`src/rtl/sensor_conditioner.sv`:
```
// sensor_conditioner: conditions the raw occupancy sensor, ambient light reading
// and colour button into clean, registered control flags for the lamp controller.
// Handshake note: this block has no valid/ready interfaces. Every output is a
// level that is valid on every cycle and updates only on the rising clock edge.
module sensor_conditioner #(
  parameter int unsigned DEBOUNCE_CYCLES = 16,
  parameter int unsigned HOLD_CYCLES     = 1000,
  parameter logic [7:0]  DARK_ON         = 8'd60,
  parameter logic [7:0]  DARK_OFF        = 8'd80
) (
  input  logic       clk,
  input  logic       rst,
  input  logic       pir_raw,
  input  logic [7:0] light_level,
  input  logic       btn_raw,
  output logic       motion,
  output logic       dark,
  output logic [2:0] color_select,
  output logic [1:0] o_dbg_state
);

  localparam int unsigned DB_W = $clog2(DEBOUNCE_CYCLES + 1);
  localparam int unsigned HC_W = $clog2(HOLD_CYCLES + 1);
  localparam logic [DB_W-1:0] DB_LAST   = DB_W'(DEBOUNCE_CYCLES - 1);
  localparam logic [HC_W-1:0] HOLD_LOAD = HC_W'(HOLD_CYCLES - 1);

  localparam logic [1:0] ST_IDLE   = 2'd0;
  localparam logic [1:0] ST_ACTIVE = 2'd1;
  localparam logic [1:0] ST_HOLD   = 2'd2;

  logic            r_pir_s1, r_pir_s2;
  logic            r_btn_s1, r_btn_s2;
  logic [1:0]      r_sync_vld;
  logic            r_pir_deb, r_btn_deb;
  logic [DB_W-1:0] r_pir_cnt, r_btn_cnt;
  logic [DB_W-1:0] r_arm_cnt;
  logic            r_btn_armed;
  logic [1:0]      r_state;
  logic [HC_W-1:0] r_hold_cnt;
  logic [7:0]      r_light;
  logic            r_light_vld;
  logic            r_dark;
  logic [2:0]      r_color;

  logic w_pir_diff, w_btn_diff, w_btn_rise;

  assign w_pir_diff = r_pir_s2 ^ r_pir_deb;
  assign w_btn_diff = r_btn_s2 ^ r_btn_deb;
  // Debounced button is about to flip from released to pressed on this edge.
  assign w_btn_rise = w_btn_diff & ~r_btn_deb & (r_btn_cnt == DB_LAST);

  // Two-flop synchronizers; r_sync_vld marks when the second flop holds a real sample.
  always_ff @(posedge clk) begin
    if (rst) begin
      r_pir_s1   <= 1'b0;
      r_pir_s2   <= 1'b0;
      r_btn_s1   <= 1'b0;
      r_btn_s2   <= 1'b0;
      r_sync_vld <= 2'b00;
    end else begin
      r_pir_s1   <= pir_raw;
      r_pir_s2   <= r_pir_s1;
      r_btn_s1   <= btn_raw;
      r_btn_s2   <= r_btn_s1;
      r_sync_vld <= {r_sync_vld[0], 1'b1};
    end
  end

  // PIR debounce: flip only after DEBOUNCE_CYCLES consecutive differing samples.
  always_ff @(posedge clk) begin
    if (rst) begin
      r_pir_deb <= 1'b0;
      r_pir_cnt <= '0;
    end else if (!w_pir_diff) begin
      r_pir_cnt <= '0;
    end else if (r_pir_cnt == DB_LAST) begin
      r_pir_deb <= r_pir_s2;
      r_pir_cnt <= '0;
    end else begin
      r_pir_cnt <= r_pir_cnt + 1'b1;
    end
  end

  // Button debounce: same rule as the PIR path, with its own counter.
  always_ff @(posedge clk) begin
    if (rst) begin
      r_btn_deb <= 1'b0;
      r_btn_cnt <= '0;
    end else if (!w_btn_diff) begin
      r_btn_cnt <= '0;
    end else if (r_btn_cnt == DB_LAST) begin
      r_btn_deb <= r_btn_s2;
      r_btn_cnt <= '0;
    end else begin
      r_btn_cnt <= r_btn_cnt + 1'b1;
    end
  end

  // Arm the colour counter only after a debounced release has been seen since
  // reset, so a button held through reset cannot count as a fresh press.
  always_ff @(posedge clk) begin
    if (rst) begin
      r_btn_armed <= 1'b0;
      r_arm_cnt   <= '0;
    end else if (!r_btn_armed && r_sync_vld[1]) begin
      if (r_btn_s2) begin
        r_arm_cnt <= '0;
      end else if (r_arm_cnt == DB_LAST) begin
        r_btn_armed <= 1'b1;
      end else begin
        r_arm_cnt <= r_arm_cnt + 1'b1;
      end
    end
  end

  // Colour code advances 0..4 and wraps, once per debounced press.
  always_ff @(posedge clk) begin
    if (rst) begin
      r_color <= 3'd0;
    end else if (w_btn_rise && r_btn_armed) begin
      r_color <= (r_color == 3'd4) ? 3'd0 : r_color + 3'd1;
    end
  end

  // Motion FSM: ACTIVE while occupied, HOLD counts down the hang time.
  always_ff @(posedge clk) begin
    if (rst) begin
      r_state    <= ST_IDLE;
      r_hold_cnt <= '0;
    end else begin
      case (r_state)
        ST_IDLE: begin
          if (r_pir_deb) r_state <= ST_ACTIVE;
        end
        ST_ACTIVE: begin
          if (!r_pir_deb) begin
            r_state    <= ST_HOLD;
            r_hold_cnt <= HOLD_LOAD;
          end
        end
        ST_HOLD: begin
          if (r_pir_deb) begin
            r_state <= ST_ACTIVE;
          end else if (r_hold_cnt == '0) begin
            r_state <= ST_IDLE;
          end else begin
            r_hold_cnt <= r_hold_cnt - 1'b1;
          end
        end
        default: r_state <= ST_IDLE;
      endcase
    end
  end

  // Light register plus hysteresis comparator; dark is held until the
  // light register carries a real post-reset sample.
  always_ff @(posedge clk) begin
    if (rst) begin
      r_light     <= 8'd0;
      r_light_vld <= 1'b0;
      r_dark      <= 1'b0;
    end else begin
      r_light     <= light_level;
      r_light_vld <= 1'b1;
      if (r_light_vld) begin
        if (r_light <= DARK_ON) begin
          r_dark <= 1'b1;
        end else if (r_light >= DARK_OFF) begin
          r_dark <= 1'b0;
        end
      end
    end
  end

  assign motion       = (r_state != ST_IDLE);
  assign dark         = r_dark;
  assign color_select = r_color;
  assign o_dbg_state  = r_state;

endmodule
```
`config.mk`:
```
export PLATFORM = sky130hd
export DESIGN_NAME = sensor_conditioner
export DESIGN_NICKNAME = d
export VERILOG_FILES = /design/src/rtl/sensor_conditioner.sv
export SDC_FILE = /design/constraint.sdc
export NUM_CORES = 1
export LEC_CHECK = 0
export ABC_AREA = 1
export CAP_MARGIN = 20
export CORE_MARGIN = 5
export CORE_UTILIZATION = 30
export CTS_BUF_LIST = sky130_fd_sc_hd__clkbuf_16
export CTS_CLUSTER_DIAMETER = 30
export DETAILED_ROUTE_END_ITERATION = 6
export PLACE_DENSITY = 0.49
export SLEW_MARGIN = 20
export SYNTH_ARGS = -nofsm -noshare
export SYNTH_HDL_FRONTEND = slang
export SYNTH_SLANG_ARGS = --single-unit
```
`constraint.sdc`:
```
create_clock -name clk -period 2.1 [get_ports clk]
set_input_delay 0.42 -clock clk [delete_from_list [all_inputs] [get_ports clk]]
set_output_delay 0.42 -clock clk [all_outputs]
set_load 0.005 [all_outputs]
```
==> impl_metrics.py, run 1 <==
metrics = {
    "critical_path": {
        "worstPathMaxFanout": 6,
        "cp_slowest_stage_delay_ns": 0.50,
        "crit_type": "flop to primary output",
        "end_kind": "primary output",
        "crit_arrival_ns": 1.40,
        "path_cells": "nor2_1 -> inv_1 -> clkdlybuf4s50_1",
        "crit_path_start_kind": "flop",
        "cp_slowest_cell": "clkdlybuf4s50_1",
        "crit_required_ns": 1.68,
    },
    "sta": {
        "rsz0062_at_grt": "no",
        "worst_slew_pin_slew_ns": 0.5329,
        "setup_violations": 0,
        "fin_crit_ns": 1.820,
        "max_freq_mhz": 549.6,
        "slew_headroom_pct": 64.34,
        "fin_skew_ns": 0.004112,
        "maxSlewViolCount": 0,
        "hold_violations": 0,
        "fin_crit_sh_pct": 86.64,
        "final.setup.tns_ns": 0,
    },
    "route": {
        "top_layer_used": "met4",
        "dr_wl_met2_um": 1729,
        "first_pass_iters": 4,
        "vias_per_cell": 4.258,
        "wl_met3_um": 199,
        "routedWlPerCell_um": 9.832,
        "dr.first_iter.drc_count": 46,
        "wl_um": 3923,
        "ant_nets": 0,
        "m1WireLength_um": 1956,
        "remaining_drc_errors": 0,
        "num_vias": 1699,
    },
    "clock_network": {
        "cts_tree": "built",
        "cts_made_buffers": 5,
        "cts.sinks": 48,
        "htree_levels": 2,
        "post_cts_buffers": 0,
        "hold_buffers": 0,
        "cts-root-buf": "clkbuf_16",
        "cts_resized": 0,
        "clk-insertion-delay-late_ns": 0.28,
        "clk_path_buf_depth": 2,
        "clk_pin_slew_ns": 0.07,
    },
    "pwr": {
        "p_comb_share_pct": 3.9,
        "p_seq_share_pct": 48.6,
        "power_leakage_nw": 1.098,
        "ir_worst_vdd_uv": 361.6,
        "power.internal_w": 0.001533,
        "power_switching_w": 0.0003988,
        "clkPwrFrac_pct": 47.5,
        "power_density_mw_per_mm2": 754.8,
        "switching_share_pct": 20.64,
    },
    "global_route": {
        "grt-ovfl-total": 0,
        "grt_pass1_vias": 1622,
        "grt_max_degree": 23,
        "antenna_found_initial": 0,
        "grt_usage_pct": 10.09,
        "grt_pass1_wl_um": 7093,
    },
    "die": {
        "die_h_um": 93.71,
        "die_w_um": 93.71,
        "std_cell_rows": 30,
        "start_util_pct": 30.94,
        "dieArea_sq_mm": 0.008781,
        "io_pins": 19,
        "core_area_sq_mm": 0.006794,
    },
    "flow_run": {
        "drv_cap": 0,
    },
    "yosys": {
        "synth.net_count": 302,
        "yosysTopAreaCell": "dfxtp_1",
        "synth_flop_cell": "dfxtp_1",
        "synthArstFlopShare_pct": 0,
        "avgSynthCellArea_sq_um": 7.507,
        "ys_top_cells_by_count": "inv_1, dfxtp_1, nor2_1",
        "postSynthCellCount": 280,
        "mappedNetlistArea_sq_mm": 0.002102,
        "yosys-top-cells-area": "dfxtp_1, inv_1, nor2_1, nand2_1, ha_1",
        "synth_edf_count": 0,
        "synth-seq-cells": 48,
        "ys_seq_area_share_pct": 45.71,
        "yosys_warnings": 0,
        "synth.distinct_cells": 28,
        "synth.most_common_cell": "inv_1",
        "synth_top_area_share_pct": 45.71,
    },
    "placement": {
        "io_buffer_count": 18,
        "globalplace.congestion": 0.7956,
        "dp_hpwl_um": 2885,
    },
    "final_layout": {
        "layout-area-overhead-vs-synth_pct": 21.79,
        "drive_above_1_share_pct": 8.581,
        "num_antenna_cells": 0,
        "fin_util_pct": 37.68,
        "multi_input_area_sq_um": 909.6,
        "fillers": 702,
        "seq_area_sq_um": 960.9,
        "fin_nets": 324,
    },
    "hold_path": {
        "hold_class": "flop to flop",
    },
    "outcome": {
        "status": "completed",
    },
}
## power groups by stage
stage | Combinational [W] | Sequential, W | Clock [W]
floorplan | 0.0000421 | 0.000958 | 0
global placement | 0.0000764 | 0.000960 | 0
detailed placement | 0.0000772 | 0.000960 | 0
CTS | 0.0000774 | 0.000939 | 0.000961
global route | 0.0000885 | 0.000941 | 0.000991
finish | 0.0000754 | 0.000939 | 0.000918
## per-layer routing
metal	global-route usage, %	up-vias
li1	-	928
met1	12.65	736
met2	15.97	33
met3	3.526	2
met4	3.610	0
met5	0	-
## critical path, delay by kind of cell (launching register included)
family / cells / cell delay, ns
buffers and inverters: 2 / 0.56
flip-flops: 1 / 0.44
AND/OR/NAND/NOR: 1 / 0.11
## kinds of logic (layout without fill, tap and decap cells)
| family | after synthesis | count (layout) | synth area share, % |
|---|---|---|---|
| buffers and inverters | 59 | 82 | 11.01 |
| and+or+nand+nor | 120 | 120 | 24.88 |
| AOI/OAI and AO/OA | 43 | 43 | 12.44 |
| DFF | 48 | 48 | 45.71 |
| adders and majority gates | 10 | 10 | 5.952 |
## cell usage in the layout (no fill, tap or decap), types with 2 or more instances in the layout
cell type and instances:
clkbuf_16 5, dfxtp_1 48, nand4_1 2, inv_1 51
nor3_1 6, clkdlybuf4s50_1 18, nand3_1 24, a21oi_1 14
nor2_1 44, o21ai_0 13, ha_1 10, o21bai_1 2
nand2_2 2, nor3b_1 2, o21ai_1 3, inv_2 3
buf_4 2, a21oi_2 6, nand2_1 36
## sequential cells by signal, indices dropped and copies added, names as in the netlist, 2 cells and up
name / cells
r_hold_cnt: 10
r_light: 8
r_arm_cnt: 5
r_btn_cnt: 5
r_pir_cnt: 5
color_select: 3
o_dbg_state: 2
r_sync_vld: 2
## worst paths after layout
kind                               startpoint                   endpoint  slack (ns)  depth (start not counted)
setup / recovery  o_dbg_state[0]$_SDFFE_PP0P_                     motion        0.28                          3
hold / removal            r_pir_s1$_SDFF_PP0_        r_pir_s2$_SDFF_PP0_        0.40                          2
setup reg to reg    r_arm_cnt[0]$_SDFFE_PP0P_  r_arm_cnt[0]$_SDFFE_PP0P_        0.43                          8
hold reg to reg           r_pir_s1$_SDFF_PP0_        r_pir_s2$_SDFF_PP0_        0.40                          2
## per-stage QoR
step	instance area [sq um]	cells	hold slack [ns]	setup slack, ns	total power [W]
global placement	2389	391	0.4001	0.4563	0.001037
detailed placement	2389	391	0.3927	0.4343	0.001037
CTS	2560	399	0.4028	0.2551	0.001977
global route	2560	399	0.4346	0.1889	0.002020
finish	2560	399	0.4019	0.2805	0.001932
floorplan	2102	280	0.3883	0.6508	0.0009999
## area by class of cell
cell class	instances	area share (%)
timing repair buffer	20	7.625
sequential	48	37.54
clock buffer	5	4.888
tap	96	4.692
inverter	54	7.918
clock inverter	3	1.808
multi-input combinational	173	35.53
Power figures use the tool's default switching activity.
==> run 2: changes to the inputs <==
--- a/config.mk
+++ b/config.mk
@@ -8,11 +8,12 @@
 export ABC_AREA = 1
 export CAP_MARGIN = 20
 export CORE_MARGIN = 5
-export CORE_UTILIZATION = 30
+export CORE_UTILIZATION = 50
 export CTS_BUF_LIST = sky130_fd_sc_hd__clkbuf_16
 export CTS_CLUSTER_DIAMETER = 30
 export DETAILED_ROUTE_END_ITERATION = 6
-export PLACE_DENSITY = 0.49
+export PLACE_DENSITY = 0.73
+export SETUP_SLACK_MARGIN = 0.1
 export SLEW_MARGIN = 20
 export SYNTH_ARGS = -nofsm -noshare
 export SYNTH_HDL_FRONTEND = slang
==> impl_metrics.py, run 2 (synthesized netlist as in run 1, its figures left out) <==
metrics = {
    "sta": {
        "setup_violations": 0,
        "fin_crit_sh_pct": 85.37,
        "final.setup.tns_ns": 0,
        "fin_skew_ns": 0.007489,
        "maxSlewViolCount": 0,
        "rsz0062_at_grt": "no",
        "timing.final.ws_setup_ns": 0.3072,
        "hold_violations": 0,
        "worst_slew_pin_slew_ns": 0.4871,
        "max_freq_mhz": 557.8,
        "fin_crit_ns": 1.793,
        "slew_headroom_pct": 67.41,
    },
    "clock_network": {
        "hold_buffers": 0,
        "cts_tree": "built",
        "cts_resized": 0,
        "cts-root-buf": "clkbuf_16",
        "cts.sinks": 48,
        "htree_levels": 2,
        "post_cts_buffers": 0,
        "clk-insertion-delay-late_ns": 0.29,
        "clk_pin_slew_ns": 0.06,
        "cts_made_buffers": 5,
        "clk_path_buf_depth": 2,
    },
    "hold_path": {
        "worstHoldPathCells": 2,
        "hold_end": "r_pir_s2$_SDFF_PP0_",
        "min-delay-start": "r_pir_s1$_SDFF_PP0_",
        "hold_class": "flop to flop",
    },
    "final_layout": {
        "final_cell_area_sq_mm": 0.002481,
        "drive_above_1_share_pct": 8.553,
        "fin_nets": 325,
        "top_register": "r_hold_cnt",
        "layout-area-overhead-vs-synth_pct": 18.04,
        "fin_util_pct": 61.58,
        "most-common-layout-cells": "inv_1, dfxtp_1, nor2_1",
        "largest_reg_flops": 10,
        "fillers": 374,
        "top_regs": "r_hold_cnt: 10 flops, r_light: 8 flops",
        "num_antenna_cells": 0,
        "final_cell_count_no_fill": 354,
        "mostFrequentLayoutCell": "inv_1",
    },
    "die": {
        "dieArea_sq_mm": 0.005601,
        "die_h_um": 74.84,
        "core_area_sq_mm": 0.004029,
        "start_util_pct": 52.17,
        "std_cell_rows": 23,
        "die_w_um": 74.84,
        "io_pins": 19,
    },
    "critical_path": {
        "rr_startpoint": "r_arm_cnt[0]$_SDFFE_PP0P_",
        "r2r_slack_ns": 0.45,
        "path_buf_inv": 2,
        "crit_required_ns": 1.68,
        "path_cells": "nor2_1 -> inv_1 -> clkdlybuf4s50_1",
        "cp_slowest_cell": "clkdlybuf4s50_1",
        "crit_type": "flop to primary output",
        "crit_family": "buffers and inverters",
        "r2r_cells": 8,
        "cp_slowest_stage_delay_ns": 0.49,
        "crit_path_start_kind": "flop",
        "crit_arrival_ns": 1.37,
        "r2r-end": "r_arm_cnt[0]$_SDFFE_PP0P_",
        "worstPathMaxFanout": 6,
        "end_kind": "primary output",
    },
    "global_route": {
        "grt-ovfl-total": 0,
        "grt_pass1_vias": 1692,
        "grt_pass1_wl_um": 6734,
        "grt_max_degree": 16,
        "grt_usage_pct": 15.54,
        "antenna_found_initial": 0,
    },
    "route": {
        "dr.first_iter.drc_count": 66,
        "wl_um": 3764,
        "first_pass_iters": 4,
        "num_vias": 1727,
        "routedWlPerCell_um": 10.63,
        "ant_nets": 0,
        "remaining_drc_errors": 0,
        "vias_per_cell": 4.879,
    },
    "outcome": {
        "status": "completed",
    },
    "placement": {
        "globalplace.congestion": 0.8831,
        "io_buffer_count": 18,
        "placedCellCount": 346,
        "dp_hpwl_um": 2735,
        "placed_area_sq_mm": 0.002338,
        "pre_cts_ws_ns": 0.4579,
    },
    "pwr": {
        "power_density_mw_per_mm2": 719.5,
        "ir_worst_vdd_uv": 510.3,
        "power_leakage_nw": 1.094,
    },
    "flow_run": {
        "drv_cap": 0,
    },
}
[run 2: changes by cell type in the layout (fill, tap and decap cells not counted)]
| cell | delta |
|---|---|
| buf_4 | +1 |
| bufinv_16 | -1 |
| clkinv_1 | +1 |
| clkinv_2 | +1 |
| clkinvlp_4 | -1 |
[run 2: worst max-delay path by stage]
stage / cells past startpoint / startpoint / end / slack, ns
2_1_floorplan: 8 / r_arm_cnt[0]$_SDFFE_PP0P_ / r_arm_cnt[0]$_SDFFE_PP0P_ / 0.65
3_3_place_gp: 5 / rst / r_btn_cnt[3]$_SDFF_PP0_ / 0.49
3_5_place_dp: 8 / r_arm_cnt[0]$_SDFFE_PP0P_ / r_arm_cnt[0]$_SDFFE_PP0P_ / 0.46
4_1_cts: 3 / o_dbg_state[0]$_SDFFE_PP0P_ / motion / 0.29
5_1_grt: 3 / o_dbg_state[0]$_SDFFE_PP0P_ / motion / 0.23
6_report: 3 / o_dbg_state[0]$_SDFFE_PP0P_ / motion / 0.31
[run 2: per-stage QoR]
step           hold WS [ns]  total power (W)
2_1_floorplan        0.3883        0.0009999
3_3_place_gp         0.3907         0.001035
3_5_place_dp         0.3942         0.001038
4_1_cts              0.4041         0.001807
5_1_grt              0.4228         0.001858
6_report             0.4043         0.001785
[run 2: routing by layer]
layer / global-route usage (%) / part of all wire (%)
met1: 18.15 / 46
met2: 25.92 / 47
met3: 4.139 / 4.8
met4: 8.300 / 2.3
met5: 0 / 0
[run 2: cell type report]
type / instances / area, sq um / area share, %
clock inverter: 3 / 17.52 / 0.7060
multi-input combinational: 173 / 909.6 / 36.66
inverter: 54 / 202.7 / 8.169
timing repair buffer: 21 / 202.7 / 8.169
clock buffer: 5 / 125.1 / 5.043
sequential: 48 / 960.9 / 38.73
tap: 50 / 62.56 / 2.521
[run 2: report_power, final]
group	internal, W	switching [W]	total [W]
Combinational	0.0000390	0.0000378	0.0000768
Sequential	0.000930	0.00000920	0.000939
Clock	0.000439	0.000330	0.000769
[run 2: worst register-to-register path, cell delays in order, from the launching register on]
cell and delay (ns):
dfxtp_1 0.37, ha_1 0.19, inv_1 0.06, nor3_1 0.15, ha_1 0.20, nand2_1 0.06, nand3_1 0.19, inv_1 0.13
o211a_1 0.22
==> run 3: changes to the inputs <==
--- a/config.mk
+++ b/config.mk
@@ -11,6 +11,7 @@
 export CORE_UTILIZATION = 50
 export CTS_BUF_LIST = sky130_fd_sc_hd__clkbuf_16
 export CTS_CLUSTER_DIAMETER = 30
+export CTS_CLUSTER_SIZE = 12
 export DETAILED_ROUTE_END_ITERATION = 6
 export PLACE_DENSITY = 0.73
 export SETUP_SLACK_MARGIN = 0.1
==> results of run 3 <==
Same layout as run 2: the final DEF is identical, and so are final timing and power.
